### src/rtl/sqrt_csa_pkg.sv
// Shared types and segment table for the sequential carry-select inverse.
// The partition mirrors the square-root carry-select adder it checks.
package sqrt_csa_pkg;

    localparam int SEG_CNT = 6;
    localparam int SEG_LSB [SEG_CNT] = '{0, 2, 5, 9, 14, 20};
    localparam int SEG_W   [SEG_CNT] = '{2, 3, 4, 5, 6, 6};

    typedef logic [2:0] seg_idx_t;

    localparam seg_idx_t SEG_LAST = seg_idx_t'(SEG_CNT - 1);

    typedef enum logic [1:0] {
        IDLE,
        RUN,
        DONE
    } state_t;

    function automatic int seg_clamp(input seg_idx_t s);
        return (s > SEG_LAST) ? SEG_CNT - 1 : int'(s);
    endfunction

    function automatic logic [4:0] seg_lsb(input seg_idx_t s);
        return 5'(SEG_LSB[seg_clamp(s)]);
    endfunction

    // The last segment also owns bit 26, so it spans all seven lanes.
    function automatic logic [6:0] seg_mask(input seg_idx_t s);
        logic [6:0] m;
        int         idx;
        idx = seg_clamp(s);
        m   = '0;
        for (int i = 0; i < 7; i++) begin
            m[i] = (i < SEG_W[idx]) || (idx == SEG_CNT - 1);
        end
        return m;
    endfunction

endpackage

### src/rtl/sqrt_csa_26bits_sub_seq_if.sv
// Request/result bundle between a requester and the sequential inverse.
interface sqrt_csa_26bits_sub_seq_if;

    logic        start;
    logic [26:0] sum_input;
    logic [25:0] b_input;
    logic        c_in;
    logic        busy;
    logic        done;
    logic [25:0] a_output;
    logic        overflow;

    modport master (
        output start,
        output sum_input,
        output b_input,
        output c_in,
        input  busy,
        input  done,
        input  a_output,
        input  overflow
    );

    modport slave (
        input  start,
        input  sum_input,
        input  b_input,
        input  c_in,
        output busy,
        output done,
        output a_output,
        output overflow
    );

endinterface

### src/rtl/seg_sub_7bit.sv
// Combinational 7-bit ripple-borrow subtractor shared by all segments.
module seg_sub_7bit (
    input  logic [6:0] i_a,
    input  logic [6:0] i_b,
    input  logic       i_bin,
    output logic [6:0] o_diff,
    output logic       o_bout
);

    logic [7:0] w_br;

    always_comb begin
        w_br    = '0;
        o_diff  = '0;
        w_br[0] = i_bin;
        for (int i = 0; i < 7; i++) begin
            o_diff[i]  = i_a[i] ^ i_b[i] ^ w_br[i];
            w_br[i+1]  = (~i_a[i] & i_b[i])
                       | (~(i_a[i] ^ i_b[i]) & w_br[i]);
        end
        o_bout = w_br[7];
    end

endmodule

### src/rtl/sqrt_csa_26bits_sub_seq.sv
// Recovers a = sum - b - c_in one carry-select segment per falling edge.
module sqrt_csa_26bits_sub_seq
    import sqrt_csa_pkg::*;
#(
    parameter int W = 26
) (
    input  logic                       clk,
    input  logic                       reset,
    sqrt_csa_26bits_sub_seq_if.slave   bus
);

    localparam int WX = W + 1;

    state_t      r_state;
    state_t      w_state_nx;
    logic [W:0]  r_sum;
    logic [W-1:0] r_b;
    logic [W:0]  r_work;
    logic        r_borrow;
    seg_idx_t    r_seg;
    logic [W-1:0] r_a;
    logic        r_ovf;

    logic [4:0]  w_lsb;
    logic [6:0]  w_mask;
    logic [6:0]  w_a_seg;
    logic [6:0]  w_b_seg;
    logic [6:0]  w_diff;
    logic        w_bout;
    logic        w_last;
    logic [W:0]  w_work_nx;

    assign w_lsb   = seg_lsb(r_seg);
    assign w_mask  = seg_mask(r_seg);
    assign w_last  = (r_seg == SEG_LAST);
    assign w_a_seg = 7'(r_sum >> w_lsb) & w_mask;
    // b has no bit 26; the zero pad lets seg5 subtract it as 0.
    assign w_b_seg = 7'({1'b0, r_b} >> w_lsb) & w_mask;

    seg_sub_7bit u_sub (
        .i_a    (w_a_seg),
        .i_b    (w_b_seg),
        .i_bin  (r_borrow),
        .o_diff (w_diff),
        .o_bout (w_bout)
    );

    assign w_work_nx = r_work | (WX'(w_diff & w_mask) << w_lsb);

    always_ff @(negedge clk or posedge reset) begin
        if (reset) begin
            r_state <= IDLE;
        end else begin
            r_state <= w_state_nx;
        end
    end

    always_comb begin
        w_state_nx = r_state;
        bus.busy   = 1'b0;
        bus.done   = 1'b0;
        unique case (r_state)
            IDLE: begin
                if (bus.start) begin
                    w_state_nx = RUN;
                end
            end
            RUN: begin
                bus.busy = 1'b1;
                if (w_last) begin
                    w_state_nx = DONE;
                end
            end
            DONE: begin
                bus.busy   = 1'b1;
                bus.done   = 1'b1;
                w_state_nx = IDLE;
            end
            default: w_state_nx = IDLE;
        endcase
    end

    always_ff @(negedge clk or posedge reset) begin
        if (reset) begin
            r_sum    <= '0;
            r_b      <= '0;
            r_work   <= '0;
            r_borrow <= 1'b0;
            r_seg    <= '0;
            r_a      <= '0;
            r_ovf    <= 1'b0;
        end else begin
            unique case (r_state)
                IDLE: begin
                    if (bus.start) begin
                        r_sum    <= bus.sum_input;
                        r_b      <= bus.b_input;
                        r_borrow <= bus.c_in;
                        r_seg    <= '0;
                        r_work   <= '0;
                    end
                end
                RUN: begin
                    r_work   <= w_work_nx;
                    r_borrow <= w_bout;
                    r_seg    <= r_seg + 1'b1;
                    if (w_last) begin
                        r_a   <= w_work_nx[W-1:0];
                        r_ovf <= w_bout | w_work_nx[W];
                    end
                end
                default: begin
                end
            endcase
        end
    end

    assign bus.a_output = r_a;
    assign bus.overflow = r_ovf;

endmodule

### src/flat_wrapper.sv
// flat-port wrapper written by rule: the top's interface ports become plain ports
module sqrt_csa_26bits_sub_seq_flat import sqrt_csa_pkg::*;
#(
    parameter int W = 26
)
  (clk, reset, bus_start, bus_sum_input, bus_b_input, bus_c_in, bus_busy, bus_done, bus_a_output, bus_overflow);
  sqrt_csa_26bits_sub_seq_if bus_i ();
  input  logic clk;
  input  logic reset;
  input wire logic [$bits(bus_i.start)-1:0] bus_start;
  input wire logic [$bits(bus_i.sum_input)-1:0] bus_sum_input;
  input wire logic [$bits(bus_i.b_input)-1:0] bus_b_input;
  input wire logic [$bits(bus_i.c_in)-1:0] bus_c_in;
  output wire logic [$bits(bus_i.busy)-1:0] bus_busy;
  output wire logic [$bits(bus_i.done)-1:0] bus_done;
  output wire logic [$bits(bus_i.a_output)-1:0] bus_a_output;
  output wire logic [$bits(bus_i.overflow)-1:0] bus_overflow;
  assign bus_i.start = bus_start;
  assign bus_i.sum_input = bus_sum_input;
  assign bus_i.b_input = bus_b_input;
  assign bus_i.c_in = bus_c_in;
  assign bus_busy = bus_i.busy;
  assign bus_done = bus_i.done;
  assign bus_a_output = bus_i.a_output;
  assign bus_overflow = bus_i.overflow;
  sqrt_csa_26bits_sub_seq #(.W(W)) u_core (.clk(clk), .reset(reset), .bus(bus_i));
endmodule
### config.mk
export PLATFORM = sky130hd
export DESIGN_NAME = sqrt_csa_26bits_sub_seq_flat
export DESIGN_NICKNAME = d
export VERILOG_FILES = /design/src/rtl/sqrt_csa_pkg.sv /design/src/rtl/sqrt_csa_26bits_sub_seq_if.sv /design/src/rtl/seg_sub_7bit.sv /design/src/rtl/sqrt_csa_26bits_sub_seq.sv /design/src/flat_wrapper.sv
export SDC_FILE = /design/constraint.sdc
export NUM_CORES = 1
export LEC_CHECK = 0
export ABC_AREA = 0
export CAP_MARGIN = 0
export CELL_PAD_IN_SITES_DETAIL_PLACEMENT = 1
export CELL_PAD_IN_SITES_GLOBAL_PLACEMENT = 1
export CORE_UTILIZATION = 26
export DETAILED_ROUTE_END_ITERATION = 10
export MAX_ROUTING_LAYER = met4
export PLACE_DENSITY_LB_ADDON = 0.1
export SLEW_MARGIN = 10
export SYNTH_ARGS = -nofsm -noshare
export SYNTH_HDL_FRONTEND = slang
export SYNTH_HIERARCHICAL = 1
export SYNTH_SLANG_ARGS = --single-unit
### constraint.sdc
create_clock -name clk -period 11.95 [get_ports clk]
set_input_delay 2.39 -clock clk [delete_from_list [all_inputs] [get_ports clk]]
set_output_delay 2.39 -clock clk [all_outputs]
set_load 0.05 [all_outputs]
After elaboration in Yosys (flattened, before gate mapping)
Memories as Yosys holds them, arrays and structs flattened.
Cells that the tools add are included.

word-level totals
  flip-flop bits (word level) = 113
  ROM bits = 512
  input bits = 57
  output and inout port bits = 29
  word-level logic and storage cells = 114
  memories = 2

operators by class
  add/sub/neg operators = 1
  order comparisons = 9
  equal/unequal tests = 6
  shift operators = 3
  muxes and demuxes = 16
  bitwise gates (word level) = 55
  reduce and logical (&&, ||, !) cells = 14

memories
  name             words  bits a word  read ports  clocked after Yosys merged registers in  wr ports  line                RTL
  (no name shown)  8      32           1           0                                        0         sqrt_csa_pkg.sv:34  m[i] = (i < SEG_W[idx]) || (idx == SEG_CNT - 1);
  (no name shown)  8      32           1           0                                        0         sqrt_csa_pkg.sv:24  return 5'(SEG_LSB[seg_clamp(s)]);

operators with widths
  kind                   count
  $lt A4 B32 Y1 const A  3
  $lt A3 B32 Y1 const A  2
  $mux W32               2
  $pmux W27 S2           1
  $eq A32 B4 Y1 const B  1
  $ge A32 B4 Y1 const B  1
  $lt A1 B32 Y1 const A  1
  $lt A2 B32 Y1 const A  1
  $not A32 Y32           1
  $mux W27               1
  $or A27 B27 Y27        1
  $shl A27 B5 Y27        1
  $shr A27 B5 Y7         1
  $shr A26 B5 Y7         1
  $and A7 B7 Y7          3
  $and A1 B1 Y1          14
  $not A1 Y1             14
  $xor A1 B1 Y1          14
  $mux W5                2
  $or A1 B1 Y1           8
  $reduce_and A2 Y1      4
  $logic_or A1 B1 Y1     7
  $mux W3                2
  $pmux W3 S2            1
  other kinds (14)       17

Depth between registers and ports, before layout
  depth in word-level cells = 28
  gate-level depth with buffers = 21
  depth with buffers taken out = 20

Modules after synthesis
Netlist, hierarchy kept.

modules (own cells, without submodules)
  module                   times used  cells each  area an instance (um2)  sequential area each (um2)
  sqrt_csa_26bits_sub_seq  1           500         5476.5                  2827.7
  seg_sub_7bit             1           23          200.2                   0.0

==> metrics.json <==
{
  "status": {"value": "completed"},
  "finalMaxSlewViolations": {"value": 0},
  "power_leakage": {"value": 3.129, "unit": "nW"},
  "critical_path.startpoint_type": {"value": "flop"},
  "p_total": {"value": 0.002329, "unit": "W"},
  "port_buffers": {"value": 85},
  "globalRouteMet2Util": {"value": 25.14, "unit": "%"},
  "cts_root_buf": {"value": "sky130_fd_sc_hd__clkbuf_16"},
  "synthesis.instances": {"value": 523},
  "parity_gate_share_of_the_synthesized_area_counting_xor_and_xnor_cells": {"value": 0, "unit": "%"},
  "core": {"value": 21220, "unit": "um2"},
  "hp-class": {"value": "reg -> reg"},
  "share_comb_of_total_power": {"value": 49.8, "unit": "%"},
  "max-vdd-ir-drop": {"value": 151.2, "unit": "uV"},
  "synthDominantAreaCellType": {"value": "sky130_fd_sc_hd__dfrtn_1"},
  "route.detailed.wl_per_inst": {"value": 18.23, "unit": "um"},
  "gp_routability_congestion": {"value": 0.7350},
  "maxCapViolations": {"value": 0},
  "grt_util_met1": {"value": 20.98, "unit": "%"},
  "placementRows": {"value": 53},
  "ys_ff_latch": {"value": 113},
  "drive_gt1_share": {"value": 19.35, "unit": "%"},
  "tritoncts": {"value": "done"},
  "insertion_delay": {"value": 0.40, "unit": "ns"},
  "clk_pin_slew_worst_paths": {"value": 0.04, "unit": "ns"},
  "post_synth_instance_area": {"value": 5677, "unit": "um2"},
  "syn-num-nets": {"value": 592},
  "netlist-cell-type-count": {"value": 61},
  "detail-route-antenna-nets": {"value": 0},
  "critPathSlowestCell": {"value": "sky130_fd_sc_hd__clkdlybuf4s50_1"},
  "fin_skew": {"value": 0.007559, "unit": "ns"},
  "power.clock.fraction": {"value": 22.4, "unit": "%"},
  "detail_route.vias_per_cell": {"value": 4.775},
  "rsz0062_at_grt": {"value": "no"},
  "clockBufferDepth": {"value": 2},
  "die_height": {"value": 149.8, "unit": "um"},
  "initial_core_util": {"value": 26.75, "unit": "%"},
  "top_usage_layer": {"value": "met2"},
  "main_combinational_cell_family_by_area_after_synthesis": {"value": "multiplexers"},
  "place.detailed.hpwl": {"value": 11380, "unit": "um"},
  "finalCoreUtilization": {"value": 34.58, "unit": "%"},
  "route.final.wire_length": {"value": 16230, "unit": "um"},
  "number_of_antenna_violations_at_the_first_check_in_global_routing": {"value": 0},
  "critPathMaxFanout": {"value": 3},
  "cts_sinks": {"value": 113},
  "post_cts_buffers": {"value": 0},
  "power-per-cell-area": {"value": 317.4, "unit": "nW/um2"},
  "synth-warning-count": {"value": 6},
  "total_routing_resource_utilization_after_global_routing": {"value": 16.23, "unit": "%"},
  "area_delta_synth_final": {"value": 29.27, "unit": "%"},
  "vias_in_the_first_global_route": {"value": 4544},
  "syn-mean-instance-area": {"value": 10.85, "unit": "um2"},
  "synth_compound_area_share": {"value": 13.69, "unit": "%"},
  "crit_type": {"value": "reg -> out"},
  "switching_share": {"value": 42.45, "unit": "%"},
  "worst_slew_margin_rel": {"value": 36.18, "unit": "%"},
  "grt_overflow": {"value": 0},
  "post_cts_hold_buffer_count": {"value": 0},
  "synth.area.top_cells": {"value": "sky130_fd_sc_hd__dfrtn_1 (50%), sky130_fd_sc_hd__mux2_2 (12%), sky130_fd_sc_hd__nand2_1 (5.2%)"},
  "tritoncts.num_buffers": {"value": 17},
  "internal-power": {"value": 0.001340, "unit": "W"},
  "hold_viol": {"value": 0},
  "worstPathArrival": {"value": 7.95, "unit": "ns"},
  "cpPeakStageDelay": {"value": 0.80, "unit": "ns"},
  "finalSetupViolCount": {"value": 0},
  "dr.pass1.iters": {"value": 4},
  "synth_top_flop_cell": {"value": "sky130_fd_sc_hd__dfrtn_1"},
  "yosys-mux-area-fraction": {"value": 15.14, "unit": "%"},
  "p_switching": {"value": 0.0009888, "unit": "W"},
  "resized_cells_post_cts": {"value": 0},
  "net_count_final": {"value": 671},
  "top_level_ports": {"value": 86},
  "synth_simple_gate_area_share": {"value": 12.34, "unit": "%"},
  "post-synth-top-area-fraction": {"value": 49.81, "unit": "%"},
  "crit_path_cell_trace": {"value": "inv_1 > ha_1 > clkdlybuf4s50_1"},
  "seq_power_share": {"value": 27.9, "unit": "%"},
  "synth_enable_flop_cells": {"value": 0},
  "global_route.usage.met3": {"value": 3.110, "unit": "%"},
  "synth_area_in_adders": {"value": 3.571, "unit": "%"},
  "postSynth.asyncResetShare": {"value": 100.0, "unit": "%"},
  "clock_tree.htree_level_count": {"value": 4},
  "die_area": {"value": 22430, "unit": "um2"},
  "diodes": {"value": 0},
  "num-fill-cells": {"value": 2330},
  "grt_start_max_net_pins": {"value": 64},
  "timing.setup.tns": {"value": 0, "unit": "ns"},
  "drcViolationCount": {"value": 0},
  "worst-slew-pin-transition": {"value": 0.9554, "unit": "ns"},
  "dr_total_vias": {"value": 4250},
  "endpoint_kind": {"value": "output port"},
  "drt_iter0_markers": {"value": 204},
  "synth.yosys.seq_area_share": {"value": 49.81, "unit": "%"},
  "crit_required": {"value": 9.56, "unit": "ns"},
  "wire_length_of_the_first_global_routing_pass": {"value": 26240, "unit": "um"},
  "floorplan.die.width": {"value": 149.8, "unit": "um"}
}
logic make-up after synthesis:
logic type	count (synthesis)
AND/OR/NAND/NOR	148
buffers and inverters	61
AO/OA/AOI/OAI	117
adder cells (fa/ha/maj)	12
flip-flops	113
multiplexers	72
critical path: cells and delay by family, from the launching register on:
| kind | cells | cell delay [ns] |
|---|---|---|
| buffers and inverters | 2 | 0.88 |
| DFF | 1 | 0.44 |
| adders and majority gates | 1 | 0.27 |
placed cells by master, fill, tap and decap left out, drive strengths merged, types with 2 or more instances in the layout:
cell type      count
dfrtn            113
clkdlybuf4s50     85
nand2             80
mux2              61
nor2              31
o21ai             31
inv               26
a21oi             22
clkbuf            21
a31oi             14
buf                8
clkinv             8
mux2i              8
nor2b              7
fa                 7
nand2b             7
nand3              6
o22ai              6
a22o               5
a41oi              5
a32o               5
ha                 5
nor3               5
a2bb2oi            4
a21o               4
bufinv             3
a22oi              3
a211oi             3
mux4               3
clkinvlp           2
nand3b             2
a311oi             2
o31ai              2
nor3b              2
routing by layer:
| metal | up-vias | part of all wire [%] |
|---|---|---|
| li1 | 2005 | - |
| met1 | 2136 | 47 |
| met2 | 89 | 48 |
| met3 | 20 | 2.9 |
| met4 | 0 | 1.8 |
| met5 | - | 0 |
metrics by stage:
step	hold slack, ns	std cells	instance area, um2	setup WS (ns)
after floorplan	0.3992	523	5677	0.7379
after global placement	0.4193	858	6733	1.318
after detailed placement	0.4243	858	6733	1.241
after CTS	0.4255	890	7338	1.575
after global routing	0.4383	890	7338	1.506
final	0.4192	890	7338	1.606
registers in the layout, summed over array words and instances (netlist names):
| register | cells |
|---|---|
| u_core/r_b | 26 |
| u_core/r_work | 27 |
| u_core/bus.overflow | 1 |
| u_core/r_state | 2 |
| u_core/r_sum | 27 |
| u_core/r_borrow | 1 |
| u_core/r_seg | 3 |
| u_core/bus.a_output | 26 |
worst paths after layout:
| check | cells past startpoint | endpoint | from | slack [ns] |
|---|---|---|---|---|
| max in group asynchronous | 3 | u_core/r_b[9] | reset | 2.64 |
| min in group asynchronous | 2 | u_core/bus.a_output[3] | reset | 8.36 |
| hold reg to reg | 2 | u_core/bus.a_output[6] | u_core/bus.a_output[6] | 0.42 |
| hold / removal | 2 | u_core/bus.a_output[6] | u_core/bus.a_output[6] | 0.42 |
| setup reg to reg | 18 | u_core/bus.a_output[20] | u_core/r_seg[0] | 6.18 |
| setup / recovery | 3 | bus_busy | u_core/r_state[1] | 1.61 |
final cells by class:
cell class	instances	area (um2)	area share (%)
sequential	113	2828	38.53
multi-input combinational	349	2542	34.65
tap	275	344.1	4.689
clock inverter	11	135.1	1.841
timing repair buffer	93	910.9	12.41
clock buffer	21	470.5	6.411
inverter	28	107.6	1.466
cells in the mapped netlist, types with 6 or more instances:
cell type and n:
sky130_fd_sc_hd__a21oi_1 22, sky130_fd_sc_hd__a31oi_1 14, sky130_fd_sc_hd__buf_2 16, sky130_fd_sc_hd__buf_6 6
sky130_fd_sc_hd__clkbuf_1 7, sky130_fd_sc_hd__dfrtn_1 113, sky130_fd_sc_hd__fa_1 7, sky130_fd_sc_hd__inv_1 26
sky130_fd_sc_hd__mux2_2 61, sky130_fd_sc_hd__mux2i_1 6, sky130_fd_sc_hd__nand2_1 79, sky130_fd_sc_hd__nand2b_1 6
sky130_fd_sc_hd__nor2_1 29, sky130_fd_sc_hd__nor2b_1 7, sky130_fd_sc_hd__o21ai_0 28
power groups by stage:
stage	Sequential, W	Clock (W)	Combinational, W
after floorplan	0.000721	0	0.000756
after global placement	0.000651	0	0.00116
after detailed placement	0.000657	0	0.00117
after CTS	0.000652	0.000537	0.00117
after global routing	0.000674	0.000554	0.00127
final	0.000649	0.000521	0.00116
Note: power is estimated with default switching activity, not from simulation.
